**config.mk**
```make
export PLATFORM = sky130hd
export DESIGN_NAME = full_adder
export DESIGN_NICKNAME = d
export VERILOG_FILES = /design/src/rtl/full_adder.sv
export SDC_FILE = /design/constraint.sdc
export NUM_CORES = 1
export LEC_CHECK = 0
export ABC_AREA = 1
export CORE_AREA = 2 2 39 41
export DETAILED_ROUTE_END_ITERATION = 12
export DIE_AREA = 0 0 41 43
export MAX_ROUTING_LAYER = met4
export PLACE_DENSITY_LB_ADDON = 0.05
export SYNTH_ARGS = -nofsm -noshare
export SYNTH_HDL_FRONTEND = slang
export SYNTH_SLANG_ARGS = --single-unit
export TNS_END_PERCENT = 30
```
**constraint.sdc**
```tcl
create_clock -name clk -period 1.16 [get_ports clk]
set_input_delay 0.232 -clock clk [delete_from_list [all_inputs] [get_ports clk]]
set_output_delay 0.232 -clock clk [all_outputs]
set_load 0.02 [all_outputs]
```
**src/rtl/full_adder.sv**
```systemverilog
// One-bit full adder with an optional registered copy of its result and a carry-event counter.
// Build option: define FULL_ADDER_STATS_EN to include the saturating carry counter (carry_cnt is 0 otherwise).
module full_adder #(
    parameter int CNT_W = 8
) (
    input  logic             a,
    input  logic             b,
    input  logic             c,
    output logic             s,
    output logic             c_out,
    input  logic             clk,
    input  logic             rst,
    input  logic             vld_in,
    output logic             s_q,
    output logic             c_out_q,
    output logic             vld_q,
    output logic [CNT_W-1:0] carry_cnt
);

    // Combinational path ignores clk/rst/vld_in and passes X/Z straight through.
    assign s     = a ^ b ^ c;
    assign c_out = (a & b) | (a & c) | (b & c);

    // Handshake: vld_in alone qualifies a capture (no ready/backpressure);
    // vld_q is vld_in delayed one cycle and is never gated.
    always_ff @(posedge clk or posedge rst) begin
        if (rst) begin
            s_q     <= 1'b0;
            c_out_q <= 1'b0;
            vld_q   <= 1'b0;
        end else begin
            vld_q <= vld_in;
            if (vld_in) begin
                s_q     <= s;
                c_out_q <= c_out;
            end
        end
    end

`ifdef FULL_ADDER_STATS_EN
    // Counts captured operations that produced a carry; sticks at all-ones.
    always_ff @(posedge clk or posedge rst) begin
        if (rst) begin
            carry_cnt <= '0;
        end else if (vld_in && c_out && (carry_cnt != {CNT_W{1'b1}})) begin
            carry_cnt <= carry_cnt + CNT_W'(1);
        end
    end
`else
    assign carry_cnt = '0;
`endif

endmodule

```
==> impl_results.md <==
* Worst min path class: in2async
* Clk root buf: clkbuf_4
* Tot GR Track Use at a little over 5%
* Vias in the first global route at between 100 and 150
* Worst-path cell chain: buf_6, fa_2, buf_6
* Post-route cell area at about 310 sq um
* Yosys warns at 0
* Maximum capacitance violations at 0
* P_int at between 0.3 and 0.4 mW
* Multi-input logic area at about 75 sq um
* Die Ht at between 40 and 50 um
* DRC viols at 0
* H-tree depth at 1
* R2R Path End: s_q
* Port bufs at 10
* Die W at 41 um
* VDD IR max at about 0.71 mV
* Share of layout cells above drive strength 1 at between 30 and 40%
* Placed Instances at 48
* Via count at between 150 and 200
* FF-to-FF path depth at 2
* First-pass GRT wire length at between 500 and 600 um
* Initial antenna violation count at 0
* CP arrival at a little over 1 ns
* Distinct cells, synth at 6
* Met2 track demand over resource at between 5 and 6%
* Clock power frac at a little over two fifths
* Register area share after synthesis at 39.7%
* Sequential Area at 75.1 sq um
* Placed inst area at slightly below 300 sq um
* Final Setup Violations at 1
* Vias/cell at roughly 2.9
* Antenna diode count at 0
* Ports at 19
* Seq cells post-synth at 3
* R2r startpoint: s_q
* Routability Congestion at 0.554
* Pin count of the biggest net entering global routing at 5
* CTS tree: yes
* Critical Path End Type: output pin
* DRT iter0 DRCs at 0
* Initial Utilization at between 10% and 20%
* Util after Layout at 22.5%
* Final nets at 44
* Worst Setup Start Kind: input pin
* Mean Syn Cell Area at around 9 sq um
* Die ar. at approximately 0.0018 sq mm
* Fin crit period at about 1.3 ns
* Static leakage at ~0.17 nW
* Clock Tree Buf Depth at 2
* Clk_skew at 0 ns
* Grt peak-use layer: met1
* Post-synthesis cell count at 21
* Hold slack at 0.166 ns
* Power per cell area at 1390 mW/mm^2
* Critical Path RT at about 0.93 ns
* CP dominant cell by count: buf_6
* Fmax at approximately 0.80 GHz
* Num CTS Buffers at 3
* Status: finished with violations
* # rows at 14
* 1st-pass router iterations at 1
* WL per Instance at ~7 um
* Reg-to-reg slack, setup at roughly 0.57 ns
* Hold Fails Final Rpt at 0
* Clock tree sinks at 3
* P&R area growth vs syn at 64.9%
* Core box area at between 0.001 and 0.0015 sq mm
* Clock Latency Late Sink at ~0.23 ns
* RSZ-0062 raised after global routing: yes
* Critical path's slowest cell: fa_2
* Reg clk slew, reported paths at 0.04 ns
* Hold-fix buffer count after cts at 0
* Mapped cell area at about 190 sq um
* Final wirelength at roughly 360 um
* Switching power share of the total at roughly 30%
* M1 GR Usage at between 6 and 7%
* Reg power frac at between 20% and 30%
* NetSw at approximately 0.13 mW
* CP max stage delay at ~0.57 ns
* Failing checks: setup timing
* Comb power frac at 30.4%
* Period utilization at 108%
* Routed Antenna Nets at 0
* WS Path Type: in2out
* Final non-filler cell total at 52
* GR Overflow Total at 0
* Crit path max fanout at 2
* GRT met3 Usage at 6.28%
* Dpl hpwl at just over 300 um
* Filler instances at approximately 160
* Setup WS post-layout at -0.0914 ns
* Max Slew Vio Count at 0
cell usage in the layout (no fill, tap or decap), drive strengths merged:
cell and instances:
clkdlybuf4s50 2, fa 1, clkdlybuf4s15 2, inv 2
dfrtp 3, buf 6, dlygate4sd2 1, nand2 6
clkbuf 5, conb 8
metal layers:
layer / vias to the layer above / wire, um
met2: 11 / 179
met4: 0 / 0
met5: - / 0
met1: 68 / 133
met3: 0 / 48
li1: 73 / -
state kept, by name, indices dropped and copies added, names as in the netlist:
| name | flops |
|---|---|
| vld_q | 1 |
| c_out_q | 1 |
| s_q | 1 |
Yosys cell counts:
library cell	number	area share [%]
buf_4	8	32
dfrtp_1	3	40
conb_1	1	2.0
nand2_1	6	12
inv_1	2	4.0
fa_1	1	11
cell families (layout without fill, tap and decap cells):
logic type | count (synthesis) | count (layout) | synth area share [%]
adder cells (fa/ha/maj) | 1 | 1 | 10.6
buffers and inverters | 10 | 18 | 35.8
flip-flops | 3 | 3 | 39.7
other | 1 | 8 | 1.98
AND/OR/NAND/NOR | 6 | 6 | 11.9
power by group through the flow:
stage / combinational [mW] / clock (mW) / sequential, mW
finish: 0.132 / 0.180 / 0.122
global route: 0.143 / 0.203 / 0.122
CTS: 0.133 / 0.188 / 0.122
detailed placement: 0.137 / 0 / 0.123
global placement: 0.137 / 0 / 0.122
floorplan: 0.0750 / 0 / 0.136
layout make-up:
| cell class | instances | area share, % |
|---|---|---|
| flip-flops and latches | 3 | 24.1 |
| clock buffers | 4 | 8.43 |
| multi-input cells | 15 | 24.1 |
| well taps | 16 | 6.43 |
| inverters | 2 | 2.41 |
| repair buffers | 12 | 34.5 |
worst max-delay path by stage:
stage,endpoint,depth (start not counted),startpoint,slack (ns)
2_1_floorplan,s,1,a,0.04
3_3_place_gp,s,3,a,-0.90
3_5_place_dp,s,3,a,-0.91
4_1_cts,s,3,a,-0.15
5_1_grt,s,3,c,-0.11
6_report,s,3,c,-0.09
critical path: cells and delay by family:
kind	cells	cell delay [ns]
fa+ha+maj	1	0.57
buf+inv	2	0.21
per-stage QoR:
step | setup WS [ns] | TNS [ns] | power (mW)
final | -0.0914 | -0.0914 | 0.433
after global routing | -0.107 | -0.107 | 0.468
after CTS | -0.148 | -0.148 | 0.442
after detailed placement | -0.913 | -2.32 | 0.260
after global placement | -0.903 | -2.31 | 0.260
after floorplan | 0.0385 | 0 | 0.211
repair_timing:
action	4_1_cts	5_1_grt
pin swaps	1	1
gates cloned	0	0
setup endpoints to repair	7	1
gates resized for setup	28	2
buffers inserted	0	0
(Power assumes the default switching activity.)
